### src/rtl/instr_prefetch_queue_pkg.sv
// Shared fetch-stage types and constants for the instruction prefetch queue.
package cpu_pipe_pkg;

    typedef enum logic [1:0] {
        IDLE = 2'd0,
        WAIT = 2'd1,
        DROP = 2'd2
    } fetch_state_t;

    localparam int INSTR_W   = 32;
    localparam int PC_STRIDE = 4;
    localparam logic [INSTR_W-1:0] NOP_INSTR = 32'h0;

endpackage

### src/rtl/instr_prefetch_queue_if.sv
// Memory fetch bus plus IF/ID delivery handshake seen by the prefetch queue.
interface instr_prefetch_queue_if #(
    parameter int ADDR_W = 32,
    parameter int DATA_W = 32
) ();

    logic              mem_req;
    logic [ADDR_W-1:0] mem_addr;
    logic              mem_ack;
    logic [DATA_W-1:0] mem_rdata;
    logic              instr_valid;
    logic [DATA_W-1:0] instr;
    logic [ADDR_W-1:0] pc_plus4;
    logic              instr_ready;

    modport master (
        output mem_req, mem_addr, instr_valid, instr, pc_plus4,
        input  mem_ack, mem_rdata, instr_ready
    );

    modport slave (
        input  mem_req, mem_addr, instr_valid, instr, pc_plus4,
        output mem_ack, mem_rdata, instr_ready
    );

endinterface

### src/rtl/instr_prefetch_queue_fifo.sv
// Small register-based FIFO of {instruction, pc+4} pairs with push/pop/clear.
module prefetch_fifo
    import cpu_pipe_pkg::*;
#(
    parameter int DEPTH  = 4,
    parameter int ADDR_W = 32,
    parameter int DATA_W = INSTR_W
) (
    input  logic                     clk_i,
    input  logic                     rst_n,
    input  logic                     push_i,
    input  logic [DATA_W-1:0]        wdata_i,
    input  logic [ADDR_W-1:0]        wpc_i,
    input  logic                     pop_i,
    input  logic                     clear_i,
    output logic                     valid_o,
    output logic [DATA_W-1:0]        rdata_o,
    output logic [ADDR_W-1:0]        rpc_o,
    output logic [$clog2(DEPTH):0]   count_o
);

    localparam int PTR_W = $clog2(DEPTH);
    localparam int CNT_W = PTR_W + 1;

    logic [PTR_W-1:0]  wr_ptr_q, wr_ptr_d;
    logic [PTR_W-1:0]  rd_ptr_q, rd_ptr_d;
    logic [CNT_W-1:0]  count_q, count_d;
    logic              do_push, do_pop;
    logic [DATA_W-1:0] instr_arr [DEPTH];
    logic [ADDR_W-1:0] pc_arr    [DEPTH];

    assign do_push = push_i & ~clear_i;
    assign do_pop  = pop_i & ~clear_i & (count_q != '0);

    always_comb begin
        wr_ptr_d = wr_ptr_q;
        rd_ptr_d = rd_ptr_q;
        count_d  = count_q;
        if (clear_i) begin
            wr_ptr_d = '0;
            rd_ptr_d = '0;
            count_d  = '0;
        end else begin
            if (do_push) wr_ptr_d = wr_ptr_q + PTR_W'(1);
            if (do_pop)  rd_ptr_d = rd_ptr_q + PTR_W'(1);
            case ({do_push, do_pop})
                2'b10:   count_d = count_q + CNT_W'(1);
                2'b01:   count_d = count_q - CNT_W'(1);
                default: count_d = count_q;
            endcase
        end
    end

    always_ff @(posedge clk_i or negedge rst_n) begin
        if (!rst_n) begin
            wr_ptr_q <= '0;
            rd_ptr_q <= '0;
            count_q  <= '0;
        end else begin
            wr_ptr_q <= wr_ptr_d;
            rd_ptr_q <= rd_ptr_d;
            count_q  <= count_d;
        end
    end

    // Slots reset to zero so the head outputs read 0 straight out of reset.
    genvar gi;
    generate
        for (gi = 0; gi < DEPTH; gi++) begin : g_slot
            logic [DATA_W-1:0] instr_q;
            logic [ADDR_W-1:0] pc_q;

            always_ff @(posedge clk_i or negedge rst_n) begin
                if (!rst_n) begin
                    instr_q <= DATA_W'(NOP_INSTR);
                    pc_q    <= '0;
                end else if (do_push && (wr_ptr_q == PTR_W'(gi))) begin
                    instr_q <= wdata_i;
                    pc_q    <= wpc_i;
                end
            end

            assign instr_arr[gi] = instr_q;
            assign pc_arr[gi]    = pc_q;
        end
    endgenerate

    assign valid_o = (count_q != '0);
    assign rdata_o = instr_arr[rd_ptr_q];
    assign rpc_o   = pc_arr[rd_ptr_q];
    assign count_o = count_q;

endmodule

### src/rtl/instr_prefetch_queue.sv
// Fetch front-end: single-outstanding sequential fetch FSM feeding a prefetch FIFO.
// Optional QUEUE_BYPASS_EN forwards an ack straight to the IF/ID side when the queue is empty.
module instr_prefetch_queue
    import cpu_pipe_pkg::*;
#(
    parameter int                DEPTH    = 4,
    parameter int                ADDR_W   = 32,
    parameter int                DATA_W   = INSTR_W,
    parameter logic [ADDR_W-1:0] RESET_PC = '0
) (
    input  logic                   clk_i,
    input  logic                   rst_n,
    instr_prefetch_queue_if.master bus,
    input  logic                   flush_i,
    input  logic [ADDR_W-1:0]      flush_pc_i,
    output logic [$clog2(DEPTH):0] count_o
);

    localparam int                CNT_W    = $clog2(DEPTH) + 1;
    localparam logic [CNT_W-1:0]  FULL_CNT = CNT_W'(DEPTH);
    localparam logic [ADDR_W-1:0] STRIDE   = ADDR_W'(PC_STRIDE);

    fetch_state_t      state_q, state_d;
    logic [ADDR_W-1:0] fetch_pc_q, fetch_pc_d;
    logic [ADDR_W-1:0] mem_addr_q, mem_addr_d;
    logic              mem_req_q, mem_req_d;
    logic [ADDR_W-1:0] flush_target;
    logic              ack_take;
    logic              bypass_take;
    logic              fifo_push, fifo_pop, fifo_valid;
    logic [DATA_W-1:0] fifo_instr;
    logic [ADDR_W-1:0] fifo_pc;
    logic [CNT_W-1:0]  fifo_count;

    assign flush_target = flush_pc_i & ~ADDR_W'(3);

    always_comb begin
        state_d    = state_q;
        fetch_pc_d = fetch_pc_q;
        mem_addr_d = mem_addr_q;
        mem_req_d  = mem_req_q;
        ack_take   = 1'b0;
        case (state_q)
            IDLE: begin
                if (flush_i) begin
                    fetch_pc_d = flush_target;
                end else if (fifo_count < FULL_CNT) begin
                    state_d    = WAIT;
                    mem_req_d  = 1'b1;
                    mem_addr_d = fetch_pc_q;
                end
            end
            WAIT: begin
                if (bus.mem_ack) begin
                    state_d   = IDLE;
                    mem_req_d = 1'b0;
                    if (flush_i) begin
                        fetch_pc_d = flush_target;
                    end else begin
                        ack_take   = 1'b1;
                        fetch_pc_d = fetch_pc_q + STRIDE;
                    end
                end else if (flush_i) begin
                    state_d    = DROP;
                    fetch_pc_d = flush_target;
                end
            end
            DROP: begin
                // The stale request must still complete; only the redirect target moves.
                if (flush_i) fetch_pc_d = flush_target;
                if (bus.mem_ack) begin
                    state_d   = IDLE;
                    mem_req_d = 1'b0;
                end
            end
            default: begin
                state_d   = IDLE;
                mem_req_d = 1'b0;
            end
        endcase
    end

    always_ff @(posedge clk_i or negedge rst_n) begin
        if (!rst_n) begin
            state_q    <= IDLE;
            fetch_pc_q <= RESET_PC;
            mem_addr_q <= RESET_PC;
            mem_req_q  <= 1'b0;
        end else begin
            state_q    <= state_d;
            fetch_pc_q <= fetch_pc_d;
            mem_addr_q <= mem_addr_d;
            mem_req_q  <= mem_req_d;
        end
    end

    assign bus.mem_req  = mem_req_q;
    assign bus.mem_addr = mem_addr_q;

`ifdef QUEUE_BYPASS_EN
    logic bypass_hit;
    assign bypass_hit      = ack_take & (fifo_count == '0);
    assign bus.instr_valid = fifo_valid | bypass_hit;
    assign bus.instr       = bypass_hit ? bus.mem_rdata : fifo_instr;
    assign bus.pc_plus4    = bypass_hit ? (mem_addr_q + STRIDE) : fifo_pc;
    assign bypass_take     = bypass_hit & bus.instr_ready;
`else
    assign bus.instr_valid = fifo_valid;
    assign bus.instr       = fifo_instr;
    assign bus.pc_plus4    = fifo_pc;
    assign bypass_take     = 1'b0;
`endif

    // Flush wins over both ends of the queue.
    assign fifo_push = ack_take & ~bypass_take;
    assign fifo_pop  = fifo_valid & bus.instr_ready & ~flush_i;

    prefetch_fifo #(
        .DEPTH  (DEPTH),
        .ADDR_W (ADDR_W),
        .DATA_W (DATA_W)
    ) u_fifo (
        .clk_i   (clk_i),
        .rst_n   (rst_n),
        .push_i  (fifo_push),
        .wdata_i (bus.mem_rdata),
        .wpc_i   (mem_addr_q + STRIDE),
        .pop_i   (fifo_pop),
        .clear_i (flush_i),
        .valid_o (fifo_valid),
        .rdata_o (fifo_instr),
        .rpc_o   (fifo_pc),
        .count_o (fifo_count)
    );

    assign count_o = fifo_count;

endmodule

### src/flat_wrapper.sv
// flat-port wrapper written by rule: the top's interface ports become plain ports
module instr_prefetch_queue_flat import cpu_pipe_pkg::*;
#(
    parameter int                DEPTH    = 4,
    parameter int                ADDR_W   = 32,
    parameter int                DATA_W   = INSTR_W,
    parameter logic [ADDR_W-1:0] RESET_PC = '0
)
  (clk_i, rst_n, flush_i, flush_pc_i, count_o, bus_mem_req, bus_mem_addr, bus_instr_valid, bus_instr, bus_pc_plus4, bus_mem_ack, bus_mem_rdata, bus_instr_ready);
  instr_prefetch_queue_if #(.ADDR_W(ADDR_W), .DATA_W(DATA_W)) bus_i ();
  input  logic clk_i;
  input  logic rst_n;
  input  logic flush_i;
  input  logic [ADDR_W-1:0] flush_pc_i;
  output logic [$clog2(DEPTH):0] count_o;
  output wire logic [$bits(bus_i.mem_req)-1:0] bus_mem_req;
  output wire logic [$bits(bus_i.mem_addr)-1:0] bus_mem_addr;
  output wire logic [$bits(bus_i.instr_valid)-1:0] bus_instr_valid;
  output wire logic [$bits(bus_i.instr)-1:0] bus_instr;
  output wire logic [$bits(bus_i.pc_plus4)-1:0] bus_pc_plus4;
  input wire logic [$bits(bus_i.mem_ack)-1:0] bus_mem_ack;
  input wire logic [$bits(bus_i.mem_rdata)-1:0] bus_mem_rdata;
  input wire logic [$bits(bus_i.instr_ready)-1:0] bus_instr_ready;
  assign bus_mem_req = bus_i.mem_req;
  assign bus_mem_addr = bus_i.mem_addr;
  assign bus_instr_valid = bus_i.instr_valid;
  assign bus_instr = bus_i.instr;
  assign bus_pc_plus4 = bus_i.pc_plus4;
  assign bus_i.mem_ack = bus_mem_ack;
  assign bus_i.mem_rdata = bus_mem_rdata;
  assign bus_i.instr_ready = bus_instr_ready;
  instr_prefetch_queue #(.DEPTH(DEPTH), .ADDR_W(ADDR_W), .DATA_W(DATA_W), .RESET_PC(RESET_PC)) u_core (.clk_i(clk_i), .rst_n(rst_n), .bus(bus_i), .flush_i(flush_i), .flush_pc_i(flush_pc_i), .count_o(count_o));
endmodule
### config.mk
export PLATFORM = sky130hd
export DESIGN_NAME = instr_prefetch_queue_flat
export DESIGN_NICKNAME = d
export VERILOG_FILES = /design/src/rtl/instr_prefetch_queue_pkg.sv /design/src/rtl/instr_prefetch_queue_if.sv /design/src/rtl/instr_prefetch_queue_fifo.sv /design/src/rtl/instr_prefetch_queue.sv /design/src/flat_wrapper.sv
export SDC_FILE = /design/constraint.sdc
export NUM_CORES = 1
export LEC_CHECK = 0
export ABC_AREA = 1
export CELL_PAD_IN_SITES_DETAIL_PLACEMENT = 1
export CELL_PAD_IN_SITES_GLOBAL_PLACEMENT = 1
export CORE_MARGIN = 2
export CORE_UTILIZATION = 25
export DETAILED_ROUTE_END_ITERATION = 8
export HOLD_SLACK_MARGIN = 0.05
export PLACE_DENSITY = 0.49
export SLEW_MARGIN = 40
export SYNTH_ARGS = -nofsm -noshare
export SYNTH_HDL_FRONTEND = slang
export SYNTH_HIERARCHICAL = 1
export SYNTH_SLANG_ARGS = --single-unit
### constraint.sdc
create_clock -name clk_i -period 2.2 [get_ports clk_i]
set_input_delay 0.44 -clock clk_i [delete_from_list [all_inputs] [get_ports clk_i]]
set_output_delay 0.44 -clock clk_i [all_outputs]
set_load 0.02 [all_outputs]
After elaboration in Yosys (flattened, before gate mapping)

Index checks and enable logic that the tools add are counted.

Add/sub/neg operators: 6
$lt $le $gt $ge: 2
Equality and inequality tests: 12
Multiplexer cells: 29
Bitwise logic cells: 7
Reductions and logical operators: 16

Operator list:

| operator                                              | number |
|---|---|
| two-way mux 32 bit                                    | 7 |
| binary-select mux 32 bit (select 2 bit)               | 2 |
| adder 32 x 3 -> 32 bit, second input constant         | 2 |
| one-hot mux 32 bit (2 select lines)                   | 1 |
| two-way mux 2 bit                                     | 9 |
| == test 2 bit, second input constant                  | 4 |
| == test 2 x 1 -> 1 bit, second input constant         | 3 |
| two-way mux 1 bit                                     | 6 |
| one-hot mux 2 bit (3 select lines)                    | 1 |
| one-hot mux 3 bit (2 select lines)                    | 1 |
| AND reduction 3 bit                                   | 2 |
| nonzero test 2 bit                                    | 3 |
| nonzero test 3 bit                                    | 2 |
| bitwise AND 1 bit                                     | 5 |
| adder 2 x 1 -> 2 bit, second input constant           | 2 |
| logical AND 1 bit                                     | 4 |
| zero test 2 bit                                       | 2 |
| inequality test 2 x 1 -> 1 bit, second input constant | 2 |
| inequality test 2 bit, second input constant          | 2 |
| AND reduction 4 bit                                   | 1 |
| OR reduction 2 bit                                    | 2 |
| adder 3 x 1 -> 3 bit, second input constant           | 1 |
| >= comparator 3 bit, second input constant            | 1 |
| less-than comparator 3 bit, second input constant     | 1 |
| 6 further kinds                                       | 6 |

Bits in registers: 330
Input bits: 69
Output and inout bits: 101
Logic and storage cells: 87

Longest topological paths before layout

Gate-level depths: netlist (run 1).

Depth after elaboration: 8
Depth in mapped cells: 15
Gate-level depth less buffers: 15

Modules after synthesis

The synthesis (run 1) kept the hierarchy.

Modules (own cells, without submodules):

| module               | times used | cells each | area each (µm²) | sequential area each (µm²) |
|---|---|---|---|---|
| prefetch_fifo        | 1          | 1310       | 11344.6         | 6581.3 |
| instr_prefetch_queue | 1          | 626        | 4453.0          | 1676.6 |

Least setup slack after synthesis (run 1)

OpenSTA, ideal clock, no wires.

Path kind: input to register
From: input port flush_i
To: register u_core.u_fifo.count_q[2] (netlist: u_core/u_fifo/count_o[2])
Setup time: 0.117 ns
Arrival: 2.072 ns
Setup slack: 0.011 ns
Cell stages on the path: 13
Cell sequence: buf_2 buf_1 nor3_1 inv_1 nand3_1 inv_1 fa_1 xnor2_1 inv_1 nand2_1 nand2_1 nand2_1 nand2_1

Longest elaborated chain between the ends: 7
Elaborated cells between the ends (all ways): 13

RTL lines:

| element                                                 | line                            | text |
|---|---|---|
| from (decl)                                             | flat_wrapper.sv:13              | `input logic flush_i;` |
| two-way mux 1 bit (*)                                   | instr_prefetch_queue.sv:57      | `if (flush_i) begin` |
| two-way mux 1 bit (*)                                   | instr_prefetch_queue.sv:54      | `if (bus.mem_ack) begin` |
| two-way mux 1 bit (*)                                   | instr_prefetch_queue.sv:43      | `case (state_q)` |
| via u_core.ack_take                                     | instr_prefetch_queue.sv:28      | `logic ack_take;` |
| bitwise AND 1 bit (*)                                   | instr_prefetch_queue_fifo.sv:32 | `assign do_push = push_i & ~clear_i;` |
| == test 2 x 1 -> 1 bit or == test 2 bit (tied branches) | instr_prefetch_queue_fifo.sv:46 | `case ({do_push, do_pop})` |
| one-hot mux 3 bit (2 select lines)                      | instr_prefetch_queue_fifo.sv:46 |  |
| two-way mux 3 bit                                       | instr_prefetch_queue_fifo.sv:39 | `if (clear_i) begin` |
| to (signal assigned)                                    | instr_prefetch_queue_fifo.sv:62 | `count_q <= count_d;` |
| to (decl)                                               | instr_prefetch_queue_fifo.sv:27 | `logic [CNT_W-1:0] count_q, count_d;` |

Mark *: on every way through the listed nets, which the timed path passes. The rest lies on a longest branch.
A chain may end at the register's enable or synchronous reset.

Worst setup path in the final report (run 1)

From: register u_core.u_fifo.rd_ptr_q[0]
To: output port bus_instr[25]

Longest elaborated chain between the ends: 4

RTL lines:

| element                                                | line                            | text |
|---|---|---|
| from (decl)                                            | instr_prefetch_queue_fifo.sv:26 | `logic [PTR_W-1:0] rd_ptr_q, rd_ptr_d;` |
| from (signal assigned)                                 | instr_prefetch_queue_fifo.sv:61 | `rd_ptr_q <= rd_ptr_d;` |
| NOT 2 -> 3 bit (implied by the code)                   | instr_prefetch_queue_fifo.sv:89 | `assign rdata_o = instr_arr[rd_ptr_q];` |
| binary-select mux 32 bit (select 2 bit)                | instr_prefetch_queue_fifo.sv:89 |  |
| two-way mux 32 bit (implied by the code) (2 in series) | instr_prefetch_queue_fifo.sv:89 |  |
| to (decl)                                              | flat_wrapper.sv:19              | `output wire logic [$bits(bus_i.instr)-1:0] bus_instr;` |

No other way between the ends. The select of a mux whose other input is x is not followed.

==> out/qor_table.md, run 1 <==
| Result | Value | Unit |
|:---|:---|:---|
| Top-level I/O count | 170 | - |
| Final hold violation count | 0 | - |
| Top_reg_cell synth | dfrtp_1 | - |
| Global routing usage summed across all routing layers | 0.171 | - |
| Placed Instance Area | 19200 | um2 |
| Worst EP required | 1.76 | ns |
| Synth area leaders | dfrtp_1 (52%), o21ai_0 (15%), nand2_1 (11%) | - |
| Arrival time reported for the critical path endpoint | 2.08 | ns |
| Mean cell area of the mapped netlist | 8.16 | um2 |
| Worst Slack Setup Final | -0.317 | ns |
| Number of core rows | 92 | - |
| Worst reg2reg path depth | 10 | - |
| Final Slew Violations | 0 | - |
| Violations in the final reports | negative setup slack | - |
| CP max-delay cell | dfrtp_4 | - |
| Total die area | 65200 | um2 |
| Worst relative slew slack | 0.656 | - |
| Synthesized-area fraction occupied by adder cells | 0.00919 | - |
| Number of non-filler instances in the completed layout | 3067 | - |
| Routed wire length per instance | 18.2 | um |
| Number of warnings reported in the yosys synthesis log | 6 | - |
| Remaining DRCs | 0 | - |
| Startpoint of the worst register-to-register path | u_core/bus.mem_addr[3]$_DFFE_PN0P_ | - |
| Routability congestion estimate from global placement | 0.781 | - |
| Sum of net half-perimeters after detailed placement | 36300 | um |
| Time the final worst path needs with I/O delays and setup | 2.52 | ns |
| Netlist cell types | 41 | - |
| DRT Pass-1 Iters | 4 | - |
| Proportion of layout cells with a drive suffix above 1 | 0.215 | - |
| Gate count after technology mapping | 1936 | - |
| WS Path Type | reg -> out | - |
| Routing usage on met1 | 0.221 | - |
| Clock Skews | 0.0149 | ns |
| Layout net count | 2271 | - |
| Horizontal extent of the die | 255 | um |
| Area fraction in compound gates after synthesis | 0.186 | - |
| Vias in the first global route | 14.8k | - |
| FF-to-FF setup slack | 0.19 | ns |
| Post-CTS clock slew at the launch and capture registers of the worst setup and hold paths | 0.06 | ns |
| Cell Pwr Density | 1200 | nW/um2 |
| Gate family responsible for the most delay along the worst path | buffers and inverters | - |
| Antenna Violating Nets Remaining | 0 | - |
| Element type at the critical path start | register | - |
| Met2 Use GR | 0.295 | - |
| Kind of capture point of the worst setup path | output port | - |
| Core Box Area | 62700 | um2 |
| Post-synth top area share | 0.523 | - |
| Design area | 22200 | um2 |
| Part of the cycle the worst path needs | 1.14 | - |
| Library cell used as clock root buffer | clkbuf_16 | - |
| Max cap viols | 0 | - |
| Max incr delay on CP | 0.56 | ns |
| RSZ-0062 raised after global routing | true | - |
| Sequential fraction of the synthesis area | 0.523 | - |
| Placed Cells incl. Taps | 2957 | - |
| Initial standard-cell utilization of the core | 0.252 | - |
| Synthesis-to-finish area growth | 40.8 | % |
| Via Count | 13.9k | - |
| Met3 track demand over resource | 0.0291 | - |
| Number of flops mapped to enable cells by yosys | 0 | - |
| Maximum VDD drop | 0.495 | mV |
| Global route overflow | 0 | - |
| Worst Tran Pin Value | 0.514 | ns |
| FILL cells | 7251 | - |
| Clock sinks | 330 | - |
| Worst hold slack across all endpoints | 0.371 | ns |
| Total negative setup slack | -15.19 | ns |
| Number of flip-flops and latches in the synthesized netlist | 330 | - |
| Area of all sequential standard cells | 8260 | um2 |
| Most frequent CP cell | buf_12 | - |
| Highest attainable clock frequency | 397 | MHz |
| Vertical die dimension | 255 | um |
| Count of endpoints failing setup in the final report | 64 | - |
| Reg-to-reg critical path endpoint | u_core/u_fifo/g_slot[1].pc_q[30]$_DFFE_PN0P_ | - |
| Xor and xnor area share after synthesis | 0.0183 | - |
| Top cell type by total area after synthesis | dfrtp_1 | - |
| Maximum number of pins on one net before global-route repair | 75 | - |
| Net count after synthesis | 2016 | - |
| # port buffers | 167 | - |
| Class of the tightest hold or removal check | in -> async | - |
| Total wire length | 55700 | um |
| Wire length of the first global-routing pass | 87900 | um |
| Main combinational cell family by area after synthesis | simple AND/OR/NAND/NOR gates | - |
| Clock buffers created by TritonCTS | 44 | - |
| Number of antenna violations at the first check in global routing | 0 | - |
| Worst-skew pair later-pin latency | 0.57 | ns |
| Total chip power | 26.6 | mW |
| Synth async-reset ratio | 1.00 | - |
| Critical path buffer and inverter count | 6 | - |
| Summed instance area of the synthesized netlist | 15800 | um2 |
| TritonCTS clock tree | yes | - |
| Number of diodes | 0 | - |
| Highest-utilization routing layer at the global route stage | met2 | - |
| DRC marker count from the first detailed-route iteration | 637 | - |
| Longest Clk Path Bufs | 3 | - |
| Fraction of synthesized area in multiplexers | 0.00214 | - |
| Max H-tree Level | 2 | - |
| Area share of and/or/nand/nor cells after synthesis | 0.191 | - |
| Footprint of the multi-input gates | 7220 | um2 |
| Biggest fanout along the worst timing path | 6 | - |
| Post-DR vias/cell | 4.53 | - |
| Leak pwr | 10.4 | nW |
| Status | complete, but fails checks | - |
| Cells along the critical path | inv_8 -> buf_12 -> buf_12 -> buf_16 -> buf_12 -> nor2_4 -> o22ai_4 -> buf_6 | - |
logic make-up after synthesis:
family | after synthesis
multiplexers | 3
AO/OA/AOI/OAI | 566
buffers and inverters | 264
flip-flops | 330
AND/OR/NAND/NOR | 729
XOR/XNOR | 33
adder cells (fa/ha/maj) | 11
per-layer routing:
layer	vias up	wire (um)	share of wire
li1	6881	-	-
met2	179	27400	0.49
met3	63	1670	0.030
met4	0	1150	0.021
met1	6775	25500	0.46
met5	-	0	0
final cells by class:
type,instances,share of cell area
sequential,330,0.371
inverter,146,0.0251
clock inverter,14,0.00630
multi-input combinational,1342,0.325
clock buffer,62,0.0580
timing repair buffer,327,0.167
tap,846,0.0476
cell usage in the layout, fill, tap and decap left out, drive strengths merged, types with 10 or more instances in the layout:
cell / count
inv: 150
nand4: 19
o22ai: 67
a21oi: 21
nand2: 460
buf: 222
nor3: 17
ha: 10
dfrtp: 330
o21ai: 470
dlygate4sd2: 11
xor2: 21
nand3: 31
xnor2: 12
clkbuf: 65
nor2: 200
clkdlybuf4s50: 84
worst max path at each step:
| stage | slack [ns] | startpoint | to | cells after the start |
|---|---|---|---|---|
| floorplan | 0.01 | flush_i | u_core/u_fifo/count_o[2]$_DFFE_PN0P_ | 13 |
| global placement | -0.21 | bus_mem_ack | u_core/u_fifo/count_o[2]$_DFFE_PN0P_ | 13 |
| detailed placement | -0.18 | u_core/u_fifo/rd_ptr_q[0]$_DFFE_PN0P_ | bus_instr[30] | 5 |
| CTS | -0.38 | u_core/u_fifo/rd_ptr_q[0]$_DFFE_PN0P_ | bus_instr[18] | 8 |
| global route | -0.39 | u_core/u_fifo/rd_ptr_q[0]$_DFFE_PN0P_ | bus_pc_plus4[28] | 7 |
| finish | -0.32 | u_core/u_fifo/rd_ptr_q[0]$_DFFE_PN0P_ | bus_instr[25] | 8 |
repair_timing:
action                                 4_1_cts  5_1_grt
gates cloned                                11        3
resized for setup                          506      134
setup endpoints to repair                   75       78
setup buffers                               21        1
endpoints found under the hold margin       35        0
pin swaps                                   45       36
hold buffers                                 1        0
registers in the layout, summed over array words and instances (netlist names), 2 cells and up:
name and count:
u_core/bus.mem_addr 32, u_core/fetch_pc_q 32, u_core/state_q 2, u_core/u_fifo/count_o 3, u_core/u_fifo/g_slot.instr_q 128, u_core/u_fifo/g_slot.pc_q 128, u_core/u_fifo/rd_ptr_q 2, u_core/u_fifo/wr_ptr_q 2
through the flow:
| stage | util | setup WS [ns] |
|---|---|---|
| after global placement | 0.306 | -0.206 |
| after global routing | 0.355 | -0.388 |
| final | 0.355 | -0.317 |
| after detailed placement | 0.306 | -0.185 |
| after floorplan | - | 0.0110 |
| after CTS | 0.348 | -0.378 |
Yosys cell counts, drive strengths merged, types with 3 or more instances:
cell    count
o21ai     470
nand2     460
dfrtp     330
nor2      200
inv       146
o22ai      67
buf        60
clkbuf     58
nand3      31
a21oi      21
xor2       21
nand4      19
nor3       17
xnor2      12
ha         10
mux2        3
power breakdown:
group          internal, mW  total (mW)  leakage [nW]  switching (mW)
sequential             7.37        8.45          4.41            1.08
combinational          4.81        11.0          5.24            6.23
clock                  4.31        7.14         0.705            2.83
total                  16.5        26.6          10.4            10.1
Note: power is estimated with default switching activity, not from simulation.
==> run 2, diff against run 1 <==
SETUP_SLACK_MARGIN = 0.3   (was unset)
clock period = 3.2 ns   (was 2.2 ns; I/O delays follow)
==> out/qor_table.md, run 2 (same netlist as run 1, synthesis figures left out) <==
| Result | Value | Unit | vs previous |
|:---|:---|:---|:---|
| DRT Pass-1 Iters | 7 | - | +3 |
| Footprint of the multi-input gates | 6530 | um2 | -9.6% |
| Top-level I/O count | 170 | - | unchanged |
| Total chip power | 16.5 | mW | -38% |
| Class of the tightest hold or removal check | in -> async | - |  |
| Number of antenna violations at the first check in global routing | 0 | - | unchanged |
| Worst hold slack across all endpoints | 0.0759 | ns | -0.295 ns |
| Max H-tree Level | 2 | - | unchanged |
| Vias in the first global route | 14.4k | - | -3.2% |
| Global route overflow | 0 | - | unchanged |
| Count of endpoints failing setup in the final report | 0 | - | -100% |
| Final hold violation count | 0 | - | unchanged |
| Utilization after layout | 0.319 | - | -0.0357 |
| FF-to-FF setup slack | 0.75 | ns | +0.56 ns |
| Initial standard-cell utilization of the core | 0.252 | - | unchanged |
| Max cap viols | 0 | - | unchanged |
| Post-DR vias/cell | 4.54 | - | +0.14% |
| Kind of capture point of the worst setup path | output port | - |  |
| Post-CTS clock slew at the launch and capture registers of the worst setup and hold paths | 0.06 | ns | about the same |
| Worst-skew pair later-pin latency | 0.58 | ns | about the same |
| RSZ-0062 raised after global routing | true | - |  |
| Leading cell type in the layout, fill and taps excluded | o21ai_0 | - |  |
| Maximum VDD drop | 0.261 | mV | -47% |
| Sum of net half-perimeters after detailed placement | 34200 | um | -5.6% |
| Part of the cycle the worst path needs | 0.890 | - |  |
| Core Box Area | 62700 | um2 | unchanged |
| Worst Tran Pin Value | 0.732 | ns | +0.217 ns |
| Vertical die dimension | 255 | um | unchanged |
| Clock Skews | 0.0222 | ns | +0.00734 ns |
| Routability congestion estimate from global placement | 0.774 | - | -0.88% |
| Maximum number of pins on one net before global-route repair | 129 | - | +72% |
| Global routing usage summed across all routing layers | 0.164 | - | -0.00715 |
| Time the final worst path needs with I/O delays and setup | 2.85 | ns |  |
| Number of core rows | 92 | - | unchanged |
| Clock sinks | 330 | - | unchanged |
| WS Path Type | reg -> out | - |  |
| TritonCTS clock tree | yes | - |  |
| Final Slew Violations | 0 | - | unchanged |
| Worst EP required | 2.56 | ns | +0.80 ns |
| Worst relative slew slack | 0.512 | - | -0.144 |
| # port buffers | 167 | - | unchanged |
| Status | finished clean | - |  |
| Reg-to-reg critical path endpoint | u_core/u_fifo/count_o[2]$_DFFE_PN0P_ | - |  |
| Clock buffers created by TritonCTS | 43 | - | -2.3% |
| Total die area | 65200 | um2 | unchanged |
| # hold bufs at CTS | 0 | - | -1 |
| Area of all sequential standard cells | 8270 | um2 | about the same |
| Cell Pwr Density | 822 | nW/um2 | -31% |
| Remaining DRCs | 0 | - | unchanged |
| Leak pwr | 9.28 | nW | -10% |
| Via Count | 13.5k | - | -3.1% |
| Startpoint of the worst register-to-register path | u_core/state_q[1]$_DFFE_PN0P_ | - |  |
| Library cell used as clock root buffer | clkbuf_16 | - |  |
| Largest regs | u_core/u_fifo/g_slot.instr_q x128, u_core/u_fifo/g_slot.pc_q x128 | - |  |
| Total negative setup slack | 0 | ns | +15.19 ns |
| Routed wire length per instance | 17.8 | um | -1.8% |
| Worst reg2reg path depth | 14 | - | +4 |
| Total wire length | 52900 | um | -5.0% |
| Arrival time reported for the critical path endpoint | 2.21 | ns | +0.13 ns |
| Horizontal extent of the die | 255 | um | unchanged |
| DRC marker count from the first detailed-route iteration | 687 | - | +7.8% |
| Biggest fanout along the worst timing path | 25 | - | +19 |
| Most used cells in the layout excluding fill and tap cells | o21ai_0 (458), nand2_1 (451), dfrtp_1 (328), nor2_1 (189), inv_1 (143) | - |  |
| Wire length of the first global-routing pass | 84400 | um | -4.0% |
| Highest attainable clock frequency | 351 | MHz |  |
| Longest Clk Path Bufs | 3 | - | unchanged |
| Layout net count | 2170 | - | -4.4% |
| Element type at the critical path start | register | - |  |
| Number of diodes | 0 | - | unchanged |
| Antenna Violating Nets Remaining | 0 | - | unchanged |
| Proportion of layout cells with a drive suffix above 1 | 0.104 | - | -0.112 |
| Synthesis-to-finish area growth | 26.6 | % |  |
| FILL cells | 7366 | - | +1.6% |
## run 2: area by class of cell
class                           instances  share of cell area
Multi-Input combinational cell       1342               0.326
Timing Repair Buffer                  226               0.112
Timing Repair inverter                  1            0.000313
Tap cell                              846              0.0529
Clock buffer                           68              0.0646
Sequential cell                       330               0.413
Inverter                              146              0.0278
Clock inverter                          9             0.00325
## run 2: timing repair
action,CTS,global route
setup buffers,14,0
setup endpoints to repair,60,36
pin swaps,4,6
cloned,2,0
resized for setup,127,45
endpoints found under the hold margin,0,0
## run 2: critical path, stage by stage, from the launching register on
cell and delay, ns:
dfrtp_4 0.59, inv_8 0.15, buf_12 0.19, o21ai_0 0.11, o22ai_1 0.13, buf_4 0.15, clkdlybuf4s15_1 0.29
## run 2: report_power, final
part	switching (mW)	internal (mW)
Combinational	3.69	2.15
Clock	1.91	2.76
Sequential	0.864	5.07
Total	6.47	9.98
## run 2: per-layer routing
| metal | share of wire | GRT usage |
|---|---|---|
| met5 | 0 | 0 |
| met4 | 0.025 | 0.0508 |
| met3 | 0.032 | 0.0256 |
| met2 | 0.48 | 0.278 |
| met1 | 0.46 | 0.213 |
## run 2: worst max path at each step
| stage | endpoint | cells after the start | slack, ns | startpoint |
|---|---|---|---|---|
| 2_1_floorplan | u_core/u_fifo/count_o[2]$_DFFE_PN0P_ | 13 | 0.81 | flush_i |
| 3_3_place_gp | u_core/u_fifo/count_o[2]$_DFFE_PN0P_ | 13 | 0.31 | bus_mem_ack |
| 3_5_place_dp | u_core/u_fifo/count_o[2]$_DFFE_PN0P_ | 13 | 0.29 | bus_mem_ack |
| 4_1_cts | bus_pc_plus4[6] | 5 | 0.26 | u_core/u_fifo/rd_ptr_q[1]$_DFFE_PN0P_ |
| 5_1_grt | bus_pc_plus4[17] | 5 | 0.25 | u_core/u_fifo/rd_ptr_q[0]$_DFFE_PN0P_ |
| 6_report | bus_pc_plus4[17] | 6 | 0.35 | u_core/u_fifo/rd_ptr_q[0]$_DFFE_PN0P_ |
## run 2: per-stage QoR
stage	instance area [um2]	cells	setup WS, ns
after floorplan	15800	1936	0.811
after global placement	18500	2875	0.314
after detailed placement	18500	2875	0.287
after CTS	20100	2968	0.265
after global routing	20000	2968	0.248
final	20000	2968	0.352
==> run 3, diff against run 2 <==
CTS_BUF_LIST = sky130_fd_sc_hd__clkbuf_8   (was unset)
==> out/qor_table.md, run 3 (same netlist as run 1, synthesis figures left out) <==
| Result | Value | Unit | vs previous |
|:---|:---|:---|:---|
| Cell Pwr Density | 813 | nW/um2 | -1.1% |
| Total negative setup slack | 0 | ns | unchanged |
| Arrival time reported for the critical path endpoint | 2.24 | ns | +0.03 ns |
| Routed wire length per instance | 18.0 | um | +0.67% |
| Number of core rows | 92 | - | unchanged |
| Part of the cycle the worst path needs | 0.900 | - | +0.00968 |
| RSZ-0062 raised after global routing | true | - |  |
| Maximum VDD drop | 0.230 | mV | -12% |
| Class of the tightest hold or removal check | in -> reg | - |  |
| Clock sinks | 330 | - | unchanged |
| Longest Clk Path Bufs | 3 | - | unchanged |
| Antenna Violating Nets Remaining | 0 | - | unchanged |
| Initial standard-cell utilization of the core | 0.252 | - | unchanged |
| Startpoint of the worst register-to-register path | u_core/state_q[1]$_DFFE_PN0P_ | - |  |
| Max H-tree Level | 3 | - | +1 |
| Clock buffers created by TritonCTS | 69 | - | +60% |
| Core Box Area | 62700 | um2 | unchanged |
| Kind of capture point of the worst setup path | output port | - |  |
| Time the final worst path needs with I/O delays and setup | 2.88 | ns | +0.0310 ns |
| Wire length of the first global-routing pass | 85000 | um | +0.65% |
| Max cap viols | 0 | - | unchanged |
| DRC marker count from the first detailed-route iteration | 583 | - | -15% |
| Global route overflow | 0 | - | unchanged |
| Count of endpoints failing setup in the final report | 0 | - | unchanged |
| Critical hold path startpoint | flush_i | - |  |
| Launching instance or port of the critical path | u_core/u_fifo/rd_ptr_q[0]$_DFFE_PN0P_ | - |  |
| Sum of net half-perimeters after detailed placement | 34200 | um | unchanged |
| Layout net count | 2200 | - | +1.4% |
| # port buffers | 167 | - | unchanged |
| Final Slew Violations | 0 | - | unchanged |
| Placed Cells incl. Taps | 2875 | - | unchanged |
| Worst Tran Pin Value | 0.732 | ns | +0.000379 ns |
| Synthesis-to-finish area growth | 27.8 | % |  |
| Vias in the first global route | 14.7k | - | +2.3% |
| Via Count | 13.7k | - | +1.9% |
| Total die area | 65200 | um2 | unchanged |
| Vertical die dimension | 255 | um | unchanged |
| Element type at the critical path start | register | - |  |
| TritonCTS clock tree | yes | - |  |
| Most used cells in the layout excluding fill and tap cells | nand2_1 (451), o21ai_0 (433), dfrtp_1 (328), nor2_1 (185), inv_1 (164) | - |  |
| Highest attainable clock frequency | 347 | MHz | -1.1% |
| Number of non-filler instances in the completed layout | 3017 | - | +1.7% |
| Proportion of layout cells with a drive suffix above 1 | 0.135 | - | +0.0308 |
| Top-level I/O count | 170 | - | unchanged |
| Maximum number of pins on one net before global-route repair | 129 | - | unchanged |
| WS Path Type | reg -> out | - |  |
| Number of antenna violations at the first check in global routing | 0 | - | unchanged |
| DRT Pass-1 Iters | 5 | - | -2 |
| Clock Skews | 0.0204 | ns | -0.00176 ns |
| Library cell used as clock root buffer | clkbuf_8 | - |  |
| Post-CTS clock slew at the launch and capture registers of the worst setup and hold paths | 0.06 | ns | about the same |
| Final hold violation count | 0 | - | unchanged |
| Leak pwr | 9.47 | nW | +2.1% |
| Leading cell type in the layout, fill and taps excluded | nand2_1 | - |  |
| Worst relative slew slack | 0.512 | - | about the same |
| Horizontal extent of the die | 255 | um | unchanged |
| Global routing usage summed across all routing layers | 0.165 | - | +0.00124 |
| Post-DR vias/cell | 4.55 | - | +0.25% |
| Worst-skew pair later-pin latency | 0.64 | ns | +0.06 ns |
| Largest regs | u_core/u_fifo/g_slot.instr_q x128, u_core/u_fifo/g_slot.pc_q x128 | - |  |
| Number of diodes | 0 | - | unchanged |
| Worst slack at placement | 0.287 | ns | unchanged |
| FILL cells | 7388 | - | +0.30% |
| Remaining DRCs | 0 | - | unchanged |
| Status | finished clean | - |  |
| Worst Slack Setup Final | 0.321 | ns | -0.0310 ns |
| Total wire length | 54200 | um | +2.3% |
| Biggest fanout along the worst timing path | 25 | - | unchanged |
| Routability congestion estimate from global placement | 0.774 | - | unchanged |
| Worst EP required | 2.56 | ns | about the same |
run 3: metal layers:
metal  vias to the layer above  GRT usage  wire (um)  share of wire
met5                         -          0          0              0
met4                         0     0.0533       1420          0.026
met3                        95     0.0332       1980          0.037
met2                       230      0.280      26000           0.48
met1                      6661      0.210      24800           0.46
li1                       6739          -          -              -
run 3: through the flow:
step	hold slack [ns]	util	total power, mW	area (um2)
4_1_cts	0.400	0.321	16.7	20100
3_5_place_dp	0.468	0.295	12.1	18500
2_1_floorplan	0.344	-	9.14	15800
3_3_place_gp	0.461	0.295	12.0	18500
5_1_grt	0.441	0.322	17.6	20200
6_report	0.453	0.322	16.4	20200
run 3: final cells by class:
| cell class | count | area (um2) | area share |
|---|---|---|---|
| flip-flops and latches | 330 | 8270 | 0.409 |
| repair buffers | 231 | 2340 | 0.116 |
| inverters | 146 | 561 | 0.0278 |
| clock buffers | 87 | 1200 | 0.0593 |
| clock inverters | 35 | 185 | 0.00917 |
| well taps | 846 | 1060 | 0.0524 |
| multi-input cells | 1342 | 6580 | 0.326 |
run 3: worst max-delay path, stage by stage, from the launching register on:
cell and delay [ns]:
dfrtp_4 0.58, clkinv_8 0.15, buf_12 0.20, buf_4 0.18
nor2_1 0.06, o22ai_2 0.22, buf_4 0.18
run 3: report_power, final:
group,internal [mW],switching (mW),total (mW)
clock network,2.52,1.96,4.48
registers,5.07,0.872,5.94
logic,2.24,3.76,6.00
total,9.83,6.59,16.4
run 3: worst paths after layout:
kind                                                                   end  cells after the start  slack (ns)
min in group asynchronous  u_core/u_fifo/g_slot[3].instr_q[26]$_DFFE_PN0P_                      2        0.64
setup / recovery                                          bus_pc_plus4[25]                      6        0.32
max in group asynchronous            u_core/u_fifo/rd_ptr_q[0]$_DFFE_PN0P_                      3        1.74
setup reg to reg                      u_core/u_fifo/count_o[2]$_DFFE_PN0P_                     14        0.78
hold / removal                       u_core/u_fifo/rd_ptr_q[0]$_DFFE_PN0P_                      4        0.45
hold reg to reg            u_core/u_fifo/g_slot[2].instr_q[28]$_DFFE_PN0P_                      2        0.48
run 3: what timing repair did:
item,4_1_cts,5_1_grt
pin swaps,5,3
cloned,0,4
resized for setup,181,75
setup endpoints to repair,64,53
buffers inserted,10,5
hold endpoints to repair,75,0
hold buffers,1,0
